===== config.mk =====
export PLATFORM = sky130hd
export DESIGN_NAME = perf_counter_bank_flat
export DESIGN_NICKNAME = d
export VERILOG_FILES = /design/src/rtl/perf_pkg.sv /design/src/rtl/perf_counter_bank_if.sv /design/src/rtl/perf_sat_counter.sv /design/src/rtl/perf_counter_bank.sv /design/src/flat_wrapper.sv
export SDC_FILE = /design/constraint.sdc
export NUM_CORES = 1
export LEC_CHECK = 0
export CORE_ASPECT_RATIO = 1.1
export CORE_MARGIN = 2
export CORE_UTILIZATION = 40
export CTS_BUF_LIST = sky130_fd_sc_hd__clkbuf_4 sky130_fd_sc_hd__clkbuf_8
export DETAILED_ROUTE_END_ITERATION = 16
export PLACE_DENSITY_LB_ADDON = 0.05
export SYNTH_ARGS = -nofsm -noshare
export SYNTH_HDL_FRONTEND = slang
export SYNTH_SLANG_ARGS = --single-unit

===== constraint.sdc =====
create_clock -name clk -period 4.55 [get_ports clk]
set_clock_uncertainty 0.2 [all_clocks]
set_input_delay 0.91 -clock clk [delete_from_list [all_inputs] [get_ports clk]]
set_output_delay 0.91 -clock clk [all_outputs]
set_load 0.02 [all_outputs]

===== src/rtl/perf_pkg.sv =====
// perf_pkg: shared types and helpers for the performance counter bank.
//   perfState_t  RUN / DUMP / DONE bank state
//   CYC_IDX      read/dump index of the free-running cycle counter
//   idxWidth()   width of an index covering the cycle counter plus numCh channels
//   maxWidth()   wider of two counter widths (read/dump bus width)
package perf_pkg;

  typedef enum logic [1:0] {
    RUN  = 2'd0,
    DUMP = 2'd1,
    DONE = 2'd2
  } perfState_t;

  localparam int unsigned CYC_IDX = 0;

  function automatic int unsigned idxWidth(input int unsigned numCh);
    return (numCh < 1) ? 1 : $clog2(numCh + 1);
  endfunction

  function automatic int unsigned maxWidth(input int unsigned a, input int unsigned b);
    return (a > b) ? a : b;
  endfunction

endpackage


===== src/rtl/perf_counter_bank_if.sv =====
// perf_counter_bank_if: valid/ready stream carrying the frozen counter dump.
//   dump_valid  word available (master -> slave)
//   dump_ready  consumer accepts word (slave -> master)
//   dump_idx    index of the word: 0 = cycle counter, i = channel i-1
//   dump_data   zero-extended counter value
interface perf_counter_bank_if #(
  parameter int IDX_W  = 3,
  parameter int DATA_W = 32
);
  logic              dump_valid;
  logic              dump_ready;
  logic [IDX_W-1:0]  dump_idx;
  logic [DATA_W-1:0] dump_data;

  modport master (output dump_valid, output dump_idx, output dump_data, input dump_ready);
  modport slave  (input dump_valid, input dump_idx, input dump_data, output dump_ready);
endinterface


===== src/rtl/perf_sat_counter.sv =====
// perf_sat_counter: one W-bit event counter with a sticky overflow flag.
//   clk, rst  clock, synchronous active-high reset
//   inc       count this cycle
//   clr       zero count and flag (beats hold and inc)
//   hold      freeze the count
//   count     current value
//   ovf       sticky flag
// Build option PERF_OVF_WRAP_EN: when defined the counter wraps and ovf marks
// the wrap; otherwise it saturates at all-ones and ovf marks reaching all-ones.
module perf_sat_counter #(
  parameter int W = 32
) (
  input  logic         clk,
  input  logic         rst,
  input  logic         inc,
  input  logic         clr,
  input  logic         hold,
  output logic [W-1:0] count,
  output logic         ovf
);

  localparam logic [W-1:0] ALL_ONES = '1;
  localparam logic [W-1:0] ONE      = W'(1);

  logic atMax;
  assign atMax = (count == ALL_ONES);

  always_ff @(posedge clk) begin
    if (rst || clr) begin
      count <= '0;
      ovf   <= 1'b0;
    end else if (!hold && inc) begin
`ifdef PERF_OVF_WRAP_EN
      count <= count + ONE;
      if (atMax) ovf <= 1'b1;
`else
      if (!atMax) count <= count + ONE;
      // flag goes up in the same cycle the count lands on all-ones
      if (count == ALL_ONES - ONE) ovf <= 1'b1;
`endif
    end
  end

endmodule


===== src/rtl/perf_counter_bank.sv =====
// perf_counter_bank: free-running cycle counter plus NUM_CH event counters.
// Counts while RUN; halt freezes the counts and streams them out serially
// (index 0 = cycle counter, then channels), then parks in DONE until clear.
//   clk, rst    clock, synchronous active-high reset
//   event_in    per-cycle event strobes, bit i -> channel i
//   halt        freeze and dump (beats clear in RUN)
//   clear       zero counters (RUN), or zero and restart (DONE)
//   rd_sel      live read select, out-of-range reads 0
//   rd_data     registered live read value
//   dumpIf      dump stream (master)
//   dump_done   level while DONE
//   frozen      high in DUMP or DONE
//   ovf_flags   sticky overflow flags, bit 0 = cycle counter
// Build option PERF_OVF_WRAP_EN selects wrap vs saturate in perf_sat_counter.
module perf_counter_bank
  import perf_pkg::*;
#(
  parameter  int NUM_CH = 5,
  parameter  int CNT_W  = 32,
  parameter  int CYC_W  = 32,
  localparam int IDX_W  = idxWidth(NUM_CH),
  localparam int DW     = maxWidth(CNT_W, CYC_W)
) (
  input  logic                clk,
  input  logic                rst,
  input  logic [NUM_CH-1:0]   event_in,
  input  logic                halt,
  input  logic                clear,
  input  logic [IDX_W-1:0]    rd_sel,
  output logic [DW-1:0]       rd_data,
  perf_counter_bank_if.master dumpIf,
  output logic                dump_done,
  output logic                frozen,
  output logic [NUM_CH:0]     ovf_flags
);

  localparam logic [IDX_W-1:0] LAST_IDX = IDX_W'(NUM_CH);

  perfState_t                     state, stateNxt;
  logic [IDX_W-1:0]               dumpIdx, dumpIdxNxt;
  logic                           cntClr, cntHold, fire;
  logic [CYC_W-1:0]               cycCount;
  logic [NUM_CH-1:0][CNT_W-1:0]   chCount;
  logic [NUM_CH:0][DW-1:0]        cntExt;

  assign fire = dumpIf.dump_valid && dumpIf.dump_ready;

  always_ff @(posedge clk) begin
    if (rst) begin
      state   <= RUN;
      dumpIdx <= '0;
    end else begin
      state   <= stateNxt;
      dumpIdx <= dumpIdxNxt;
    end
  end

  always_comb begin
    stateNxt   = state;
    dumpIdxNxt = dumpIdx;
    cntClr     = 1'b0;
    case (state)
      RUN: begin
        // the halt cycle itself still counts, so clear only acts without halt
        if (halt) begin
          stateNxt   = DUMP;
          dumpIdxNxt = '0;
        end else if (clear) begin
          cntClr = 1'b1;
        end
      end
      DUMP: begin
        if (fire) begin
          if (dumpIdx == LAST_IDX) begin
            stateNxt   = DONE;
            dumpIdxNxt = '0;
          end else begin
            dumpIdxNxt = dumpIdx + IDX_W'(1);
          end
        end
      end
      DONE: begin
        if (clear) begin
          cntClr   = 1'b1;
          stateNxt = RUN;
        end
      end
      default: stateNxt = RUN;
    endcase
  end

  assign cntHold = (state != RUN);

  perf_sat_counter #(.W(CYC_W)) uCyc (
    .clk(clk), .rst(rst), .inc(1'b1), .clr(cntClr), .hold(cntHold),
    .count(cycCount), .ovf(ovf_flags[CYC_IDX])
  );

  perf_sat_counter #(.W(CNT_W)) uCh [NUM_CH-1:0] (
    .clk(clk), .rst(rst), .inc(event_in), .clr(cntClr), .hold(cntHold),
    .count(chCount), .ovf(ovf_flags[NUM_CH:1])
  );

  assign cntExt[CYC_IDX] = DW'(cycCount);
  for (genvar i = 0; i < NUM_CH; i++) begin : gExt
    assign cntExt[i+1] = DW'(chCount[i]);
  end

  always_ff @(posedge clk) begin
    if (rst)                    rd_data <= '0;
    else if (rd_sel <= LAST_IDX) rd_data <= cntExt[rd_sel];
    else                        rd_data <= '0;
  end

  assign dumpIf.dump_valid = (state == DUMP);
  assign dumpIf.dump_idx   = dumpIdx;
  assign dumpIf.dump_data  = (state == DUMP) ? cntExt[dumpIdx] : '0;
  assign dump_done         = (state == DONE);
  assign frozen            = (state != RUN);

endmodule


===== src/flat_wrapper.sv =====
// flat-port wrapper written by rule: the top's interface ports become plain ports
module perf_counter_bank_flat import perf_pkg::*;
#(
  parameter  int NUM_CH = 5,
  parameter  int CNT_W  = 32,
  parameter  int CYC_W  = 32,
  localparam int IDX_W  = idxWidth(NUM_CH),
  localparam int DW     = maxWidth(CNT_W, CYC_W)
)
  (clk, rst, event_in, halt, clear, rd_sel, rd_data, dump_done, frozen, ovf_flags, dumpIf_dump_valid, dumpIf_dump_idx, dumpIf_dump_data, dumpIf_dump_ready);
  perf_counter_bank_if #(.IDX_W((3)), .DATA_W((32))) dumpIf_i ();
  input  logic clk;
  input  logic rst;
  input  logic [NUM_CH-1:0] event_in;
  input  logic halt;
  input  logic clear;
  input  logic [IDX_W-1:0] rd_sel;
  output logic [DW-1:0] rd_data;
  output logic dump_done;
  output logic frozen;
  output logic [NUM_CH:0] ovf_flags;
  output wire logic [$bits(dumpIf_i.dump_valid)-1:0] dumpIf_dump_valid;
  output wire logic [$bits(dumpIf_i.dump_idx)-1:0] dumpIf_dump_idx;
  output wire logic [$bits(dumpIf_i.dump_data)-1:0] dumpIf_dump_data;
  input wire logic [$bits(dumpIf_i.dump_ready)-1:0] dumpIf_dump_ready;
  assign dumpIf_dump_valid = dumpIf_i.dump_valid;
  assign dumpIf_dump_idx = dumpIf_i.dump_idx;
  assign dumpIf_dump_data = dumpIf_i.dump_data;
  assign dumpIf_i.dump_ready = dumpIf_dump_ready;
  perf_counter_bank #(.NUM_CH(NUM_CH), .CNT_W(CNT_W), .CYC_W(CYC_W)) u_core (.clk(clk), .rst(rst), .event_in(event_in), .halt(halt), .clear(clear), .rd_sel(rd_sel), .rd_data(rd_data), .dumpIf(dumpIf_i), .dump_done(dump_done), .frozen(frozen), .ovf_flags(ovf_flags));
endmodule

==> results of run 1 <==
## routing by layer
metal	vias to the layer above	share of wire
met5	-	0
met4	0	0.019
met3	61	0.054
met2	368	0.47
met1	6484	0.46
li1	6317	-
## registers in the layout, indices dropped and copies added (netlist names)
register,flops
u_core.uCh.count,160
u_core.uCyc.ovf,1
u_core.rd_data,32
u_core.dumpIf.dump_idx,3
u_core.state,2
u_core.uCh.ovf,5
u_core.uCyc.count,32
## through the flow
stage	setup slack (ns)	util	cell area, um^2
after detailed placement	0.8977	0.4413	15540
after global routing	0.2940	0.4691	16520
after global placement	0.9271	0.4413	15540
after CTS	0.3715	0.4691	16520
final	0.4939	0.4691	16520
after floorplan	1.427	-	14290
## layout make-up
type,count,area [um^2]
Fill cell,3467,18700
Multi-Input combinational cell,1209,8826
Sequential cell,235,4708
Timing Repair Buffer,120,1156
Clock buffer,74,930.9
Tap cell,481,601.8
Inverter,67,251.5
Clock inverter,5,50.05
## worst reg2reg max path, delay by kind of cell (launching register included)
family,cells,cell delay [ns]
flops,1,0.53
simple gates,2,1.04
compound gates,3,1.18
buf+inv,1,0.24
## cell usage in the layout, fill, tap and decap left out, types with 22 or more instances in the layout
cell and instances:
nand3_1 64, a21oi_1 121, or4_1 66, clkdlybuf4s50_1 87, mux2i_1 63, mux2_2 25
nor4_1 22, dfxtp_1 234, a22oi_1 33, nor2_1 111, o22ai_1 33, inv_1 66
clkbuf_8 60, mux4_2 64, o31ai_1 58, buf_4 30, or3_1 49, xnor2_1 22
o21ai_0 59, nand4_1 65, nand2_1 126, nand2b_1 32
## power by group
part / internal, mW / switching, mW
clock: 1.34 / 0.978
combinational: 0.100 / 0.172
sequential: 2.07 / 0.0329
total: 3.51 / 1.18
## logic make-up after synthesis
logic type | synth area share
XOR/XNOR | 0.01961
AO/OA/AOI/OAI | 0.1730
flip-flops | 0.3291
multiplexers | 0.1647
adder cells (fa/ha/maj) | 0.01050
buffers and inverters | 0.05628
AND/OR/NAND/NOR | 0.2468
## worst max path at each step
stage | startpoint | endpoint | slack (ns) | depth (start not counted)
5_1_grt | u_core.dumpIf.dump_idx[0] | dumpIf_dump_data[9] | 0.29 | 4
6_report | u_core.dumpIf.dump_idx[0] | dumpIf_dump_data[12] | 0.49 | 4
2_1_floorplan | u_core.state[0] | dumpIf_dump_data[10] | 1.43 | 7
4_1_cts | u_core.dumpIf.dump_idx[0] | dumpIf_dump_data[13] | 0.37 | 4
3_3_place_gp | event_in[1] | u_core.uCh[1].count[29] | 0.93 | 6
3_5_place_dp | event_in[1] | u_core.uCh[1].count[25] | 0.90 | 6
==> impl_metrics.csv, run 1 <==
group,metric,value,unit
grt,grt_pass1_vias,12250,
pwr,finalPower,4.692,mW
synthesis,synth-seq-area-share,0.3291,
placement,hpwl,34840,um
routing,drtIter0Drc,905,
worst_hold_path,worst_hold_path_type,"flop to flop",
sta,hold_viol,0,
synthesis,synthArstFlopShare,0,
clock_network,cts_buffers,46,
layout,layout.nets,1704,
floorplan,die_area,37260,um^2
grt,grt_pass1_wl,73480,um
grt,grt_overflow_total,0,
grt,grt.met2_usage,0.4170,
worst_setup_path,cp_slowest_cell,"dfxtp_4",
grt,met3_usage,0.04162,
routing,drt-total-wl,47630,um
synthesis,syn_area,14290,um^2
layout,num_antenna_cells,0,
synthesis,yosysMostFrequentCell,"dfxtp_1",
layout,final_cells,2191,
clock_network,ctsHoldBuffers,0,
floorplan,die_w,184.2,um
worst_setup_path,path_delay_family,"buffers and inverters",
worst_hold_path,hold_start,"u_core.uCh[4].ovf",
synthesis,ys_dominant_reg_cell,"dfxtp_1",
synthesis,synth.largest_area_cell,"dfxtp_1",
pwr,power.density,283.9,nW/um^2
routing,via_per_inst,6.038,
floorplan,placementRows,72,
sta,period_share,0.8915,
pwr,p_leak,4.951,nW
layout,synthToLayoutAreaGrowth,15.61,%
worst_hold_path,min_path_cells,2,
clock_network,cts_max_level,2,
grt,busiest_layer,"met2",
worst_setup_path,r2r_setup_slack,1.25,ns
synthesis,synthTopCellsByCount,"dfxtp_1, nand2_1, a21oi_1",
outcome,status,"finished clean",
placement,place.gp.congestion,0.8839,
job,cap_violations,0,
worst_setup_path,start_kind,"flop",
grt,track_usage,0.2552,
clock_network,clk_path_buf_depth,3,
synthesis,synth_edf_count,0,
synthesis,synth_cells,1637,
grt,antenna_found_initial,0,
sta,finalSetupViolCount,0,
synthesis,ys_ff_latch,235,
routing,drc,0,
sta,fin_crit,4.056,ns
worst_setup_path,crit_buf_inv,2,
routing,ant_nets,0,
synthesis,synth_cell_types,76,
worst_setup_path,r2r_cells,6,
sta,slew_viol_final,0,
floorplan,io_pins,89,
worst_setup_path,crit_arrival,2.95,ns
worst_setup_path,reg2reg_to,"u_core.uCyc.count[27]",
synthesis,ys_top_cells_by_area,"dfxtp_1, mux4_2, mux2i_1",
worst_setup_path,crit_type,"flop to primary output",
clock_network,root_buffer,"clkbuf_8",
worst_setup_path,worstReg2RegStart,"u_core.state[1]",
routing,first_pass_iters,7,
routing,vias,13230,
floorplan,die_h,202.3,um
floorplan,start_util,0.4058,
worst_setup_path,critPathMaxStageDelay,0.89,ns
sta,tns,0,ns
sta,worst_pin_slew,1.034,ns
clock_network,cts_sinks,235,
synthesis,syn_nets,1662,
floorplan,coreArea,35220,um^2
clock_network,cts-resized-gates,0,
synthesis,ys_warn_count,0,
grt,grt_start_max_net_pins,70,
clock_network,cts_tree,"yes",
sta,fmax,246.5,MHz
layout,drive_gt1_frac,0.1404,
synthesis,synth_area_per_cell,8.732,um^2
worst_hold_path,min_to,"u_core.uCh[4].ovf",
clock_network,post-cts-setup-buffers,0,
sta,hold_ws,0.2659,ns
sta,slew_headroom,0.3109,
worst_setup_path,crit_required,3.44,ns
placement,io_buffers,88,
pwr,irDropWorstVdd,0.0002082,V
grt,grtUsageMet1,0.3525,
routing,wl_per_cell,21.74,um
clock_network,cts.reportedPaths.clkPinSlew,0.06,ns
worst_setup_path,endpoint_kind,"primary output",
synthesis,synth_top_area_frac,0.3291,
worst_setup_path,worstPathMaxFanout,45,
sta,rsz0062_at_grt,"false",
placement,dp.cells,2112,
worst_setup_path,path_cells,"buf_4 > mux2i_1 > o22ai_1 > clkdlybuf4s50_1",
clock_network,clkLatencyLatePin,0.61,ns
No activity file was read; power rests on OpenSTA's default activity.
==> run 2: changes to the inputs <==
- RECOVER_POWER: default -> 100
==> run 2 against run 1 <==
- the flow now finishes with violations (max-capacitance violations, max-slew violations)
- via count increased by 0.88%
- non-clock buffer count unchanged
- clock power is essentially flat
- die area unchanged
- total power shrank 0.19%
- sequential power hardly changed
- critical path type unchanged
==> impl_metrics.csv, run 2 (synthesized netlist as in run 1, its figures left out) <==
group,metric,value,unit
worst_setup_path,crit_type,"flop to primary output",
sta,rsz0062_at_grt,"false",
sta,slew_viol_final,159,
placement,io_buffers,88,
pwr,p_leak,5.110,nW
worst_setup_path,reg2reg_to,"u_core.uCh[2].count[29]",
pwr,irDropWorstVdd,0.0002083,V
routing,ant_nets,0,
clock_network,cts.reportedPaths.clkPinSlew,0.06,ns
placement,place.gp.congestion,0.8839,
worst_setup_path,worstPathMaxFanout,45,
floorplan,die_h,202.3,um
grt,grt_pass1_wl,73480,um
worst_setup_path,worstReg2RegStart,"u_core.uCh[2].count[6]",
routing,via_per_inst,6.089,
worst_setup_path,cp-endpoint,"dumpIf_dump_data[1]",
floorplan,die_w,184.2,um
sta,period_share,0.9168,
layout,drive_gt1_frac,0.1257,
job,cap_violations,5,
worst_setup_path,start_kind,"flop",
grt,grtUsageMet1,0.3525,
layout,layout.nets,1704,
worst_setup_path,r2r_cells,6,
worst_setup_path,path_cells,"mux4_2 > inv_1 > o22ai_1 > dlygate4sd3_1",
pwr,power.density,286.0,nW/um^2
layout,final_common_cell,"dfxtp_1",
routing,wl_per_cell,21.74,um
layout,synthToLayoutAreaGrowth,14.52,%
sta,fin_crit,4.172,ns
clock_network,cts_buffers,46,
layout,largest_register,"u_core.uCh.count",
floorplan,die_area,37260,um^2
floorplan,start_util,0.4058,
outcome,violations,"max-capacitance violations, max-slew violations",
layout,final_core_util,0.4647,
grt,track_usage,0.2552,
sta,tns,0,ns
worst_setup_path,crit_required,3.44,ns
clock_network,cts_tree,"yes",
clock_network,ctsHoldBuffers,0,
routing,drt-total-wl,47670,um
clock_network,cts_sinks,235,
grt,grt_start_max_net_pins,70,
sta,hold_viol,0,
sta,slew_headroom,-0.5187,
clock_network,post-cts-setup-buffers,0,
floorplan,placementRows,72,
placement,hpwl,34840,um
clock_network,root_buffer,"clkbuf_8",
worst_setup_path,cp_num_cells,4,
routing,first_pass_iters,7,
clock_network,cts_max_level,2,
layout,layout_common_cells,"dfxtp_1, nand2_1, a21oi_1",
worst_setup_path,critPathMaxStageDelay,0.89,ns
worst_setup_path,endpoint_kind,"primary output",
sta,finalSetupViolCount,0,
placement,place_area,15540,um^2
grt,grt.met2_usage,0.4170,
worst_setup_path,critPathLaunch,"u_core.dumpIf.dump_idx[0]",
outcome,status,"complete, but fails checks",
floorplan,io_pins,89,
sta,worst_pin_slew,2.257,ns
worst_setup_path,path_delay_family,"flip-flops",
grt,antenna_found_initial,0,
worst_setup_path,crit_arrival,3.06,ns
worst_hold_path,worst_hold_path_type,"flop to flop",
routing,drtIter0Drc,1023,
floorplan,coreArea,35220,um^2
layout,largest_register_ffs,160,
clock_network,clkLatencyLatePin,0.61,ns
sta,fmax,239.7,MHz
clock_network,clk_path_buf_depth,3,
routing,vias,13350,
clock_network,cts-resized-gates,0,
worst_setup_path,cp_slowest_cell,"dfxtp_4",
layout,fill_cells,3492,
worst_setup_path,r2r_setup_slack,0.50,ns
sta,hold_ws,0.2609,ns
routing,drc,0,
grt,met3_usage,0.04162,
grt,busiest_layer,"met2",
grt,grt_overflow_total,0,
layout,stdcell_area,16370,um^2
layout,reg_top3,"u_core.uCh.count x160, u_core.rd_data x32, u_core.uCyc.count x32",
grt,grt_pass1_vias,12250,
worst_setup_path,crit_buf_inv,2,
run 2: how the worst min path moves through the flow:
stage,endpoint,from,depth (start not counted)
after CTS,u_core.uCh[4].ovf,u_core.uCh[4].ovf,2
after floorplan,u_core.uCh[0].ovf,u_core.uCh[0].ovf,2
after detailed placement,u_core.uCh[4].ovf,u_core.uCh[4].ovf,2
after global routing,u_core.uCh[4].ovf,u_core.uCh[4].ovf,2
final,u_core.uCh[4].ovf,u_core.uCh[4].ovf,2
after global placement,u_core.uCh[4].ovf,u_core.uCh[4].ovf,2
run 2: per-layer routing:
| metal | up-vias | wire [um] |
|---|---|---|
| met1 | 6597 | 21980 |
| li1 | 6322 | - |
| met2 | 368 | 22480 |
| met4 | 0 | 879 |
| met3 | 60 | 2333 |
| met5 | - | 0 |
run 2: power by group:
group	switching, mW	internal [mW]
Combinational	0.170	0.0933
Clock	0.977	1.34
Sequential	0.0329	2.07
Total	1.18	3.50
run 2: worst register-to-register path: stages (launching register included):
cell and delay (ns):
dfxtp_1 0.49, nand3_1 0.29, or3_1 0.47, nor4_1 1.71, buf_4 0.49, nor4_1 0.12, mux2i_1 0.15
run 2: cell type report:
cell class | instances | area (um^2) | share of cell area
clock inverter | 5 | 50.05 | 0.003057
antenna | 1 | 2.502 | 0.0001529
multi-input combinational | 1209 | 8712 | 0.5322
sequential | 235 | 4708 | 0.2876
inverter | 67 | 251.5 | 0.01536
clock buffer | 74 | 930.9 | 0.05687
timing repair buffer | 120 | 1112 | 0.06795
tap | 481 | 601.8 | 0.03677
run 2: stage by stage:
stage | total power, mW | setup slack (ns) | cells
finish | 4.682 | 0.3785 | 2192
global route | 4.869 | 0.1882 | 2191
CTS | 4.757 | 0.3715 | 2191
detailed placement | 2.421 | 0.8977 | 2112
global placement | 2.419 | 0.9271 | 2112
floorplan | 2.321 | 1.427 | 1637
==> run 3: changes to the inputs <==
- MAX_ROUTING_LAYER: default -> met4
==> run 3 against run 2 <==
- the flow still finishes with violations (max-capacitance violations, max-slew violations)
- clock-buffer cell count did not move
- combinational power about the same
- first-iteration DRC count decreased by 5.8%
- non-clock buffer count stayed put
- final cell count hardly changed
- via count is 0.46% lower
==> impl_metrics.csv, run 3 (synthesized netlist as in run 1, its figures left out) <==
group,metric,value,unit
outcome,status,"complete, but fails checks",
outcome,violations,"max-capacitance violations, max-slew violations",
floorplan,die_h,202.3,um
layout,num_antenna_cells,0,
grt,grt_pass1_wl,73620,um
sta,fin_crit,4.171,ns
worst_setup_path,worstPathMaxFanout,45,
worst_setup_path,cp_slowest_cell,"dfxtp_4",
layout,largest_register_ffs,160,
clock_network,clk_path_buf_depth,3,
layout,drive_gt1_frac,0.1269,
routing,vias,13290,
layout,layout_common_cells,"dfxtp_1, nand2_1, a21oi_1",
worst_setup_path,crit_buf_inv,2,
layout,largest_register,"u_core.uCh.count",
worst_setup_path,start_kind,"flop",
sta,finalSetupViolCount,0,
clock_network,root_buffer,"clkbuf_8",
grt,grt_start_max_net_pins,70,
sta,period_share,0.9167,
worst_setup_path,crit_arrival,3.06,ns
sta,rsz0062_at_grt,"false",
clock_network,cts_max_level,2,
clock_network,cts_buffers,46,
grt,grt_pass1_vias,12240,
sta,slew_headroom,-0.4717,
floorplan,coreArea,35220,um^2
worst_setup_path,critPathMaxStageDelay,0.90,ns
placement,dpl_worst_slack,0.8977,ns
worst_hold_path,worst_hold_path_type,"flop to flop",
job,cap_violations,5,
layout,synthToLayoutAreaGrowth,14.67,%
floorplan,placementRows,72,
sta,tns,0,ns
clock_network,ctsHoldBuffers,0,
layout,reg_top3,"u_core.uCh.count x160, u_core.rd_data x32, u_core.uCyc.count x32",
sta,worst_pin_slew,2.187,ns
worst_setup_path,crit_type,"flop to primary output",
routing,via_per_inst,6.063,
grt,grt_overflow_total,0,
layout,fill_cells,3488,
worst_setup_path,endpoint_kind,"primary output",
clock_network,post-cts-setup-buffers,0,
routing,drtIter0Drc,964,
grt,track_usage,0.2631,
layout,seqCellArea,4708,um^2
layout,final_common_cell,"dfxtp_1",
sta,slew_viol_final,159,
floorplan,die_w,184.2,um
worst_setup_path,path_delay_family,"flip-flops",
pwr,p_leak,5.111,nW
clock_network,cts_tree,"yes",
routing,ant_nets,0,
clock_network,cts_sinks,235,
layout,final_cells,2191,
layout,layout.nets,1704,
routing,wl_per_cell,21.78,um
placement,place.gp.congestion,0.8986,
pwr,irDropWorstVdd,0.0002071,V
placement,io_buffers,88,
routing,drt-total-wl,47720,um
sta,hold_viol,0,
floorplan,start_util,0.4058,
routing,first_pass_iters,6,
pwr,power.density,285.6,nW/um^2
sta,fin_ws,0.3789,ns
clock_network,cts-resized-gates,0,
worst_setup_path,crit_required,3.44,ns
clock_network,cts.reportedPaths.clkPinSlew,0.06,ns
placement,hpwl,34840,um
floorplan,die_area,37260,um^2
worst_setup_path,path_cells,"mux4_2 > inv_1 > o22ai_1 > dlygate4sd3_1",
grt,antenna_found_initial,0,
placement,dp.cells,2112,
layout,multi_input_area,8736,um^2
sta,fmax,239.7,MHz
routing,drc,0,
clock_network,clkLatencyLatePin,0.61,ns
floorplan,io_pins,89,
run 3: cell types whose count changed in the layout (fill, tap and decap cells not counted):
| cell | previous run | this run |
|---|---|---|
| clkdlybuf4s50_1 | 10 | 11 |
| dlygate4sd3_1 | 77 | 76 |
| nand4bb_1 | 1 | 0 |
| nand4bb_4 | 0 | 1 |
| nor2_1 | 112 | 111 |
| diode_2 | 1 | 0 |
| nor2_4 | 0 | 1 |
run 3: final cells by class:
type,count,area share
multi-input cells,1209,0.5330
flip-flops and latches,235,0.2873
repair buffers,120,0.06786
clock buffers,74,0.05679
well taps,481,0.03672
inverters,67,0.01534
clock inverters,5,0.003053
run 3: worst min-delay path: cells and delay by family (launching register included):
family	cells	cell delay [ns]
flops	1	0.32
compound gates	1	0.04
simple gates	1	0.06
run 3: routing by layer:
metal / GRT usage / vias up / part of all wire
met2: 0.4168 / 356 / 0.47
met3: 0.04180 / 62 / 0.050
met4: 0.06286 / 0 / 0.019
met5: - / - / 0
met1: 0.3525 / 6543 / 0.46
li1: - / 6324 / -
run 3: stage by stage:
| stage | power, mW | instance area, um^2 | hold slack [ns] | utilization |
|---|---|---|---|---|
| 2_1_floorplan | 2.321 | 14290 | 0.2380 | - |
| 3_3_place_gp | 2.419 | 15540 | 0.2537 | 0.4413 |
| 3_5_place_dp | 2.421 | 15540 | 0.2645 | 0.4413 |
| 4_1_cts | 4.757 | 16520 | 0.2782 | 0.4691 |
| 5_1_grt | 4.868 | 16390 | 0.3120 | 0.4653 |
| 6_report | 4.681 | 16390 | 0.2603 | 0.4653 |
run 3: report_power, final:
part	internal, mW	switching (mW)	total [mW]
Clock	1.34	0.975	2.31
Combinational	0.0935	0.170	0.263
Sequential	2.07	0.0333	2.10
run 3: path summary, 6_finish.rpt:
path | from | to | slack [ns] | cells after the start
max reg2reg | u_core.uCh[2].count[5] | u_core.uCh[2].count[29] | 0.53 | 6
min reg2reg | u_core.uCh[4].ovf | u_core.uCh[4].ovf | 0.26 | 2
max | u_core.dumpIf.dump_idx[0] | dumpIf_dump_data[14] | 0.38 | 4
min | u_core.uCh[4].ovf | u_core.uCh[4].ovf | 0.26 | 2
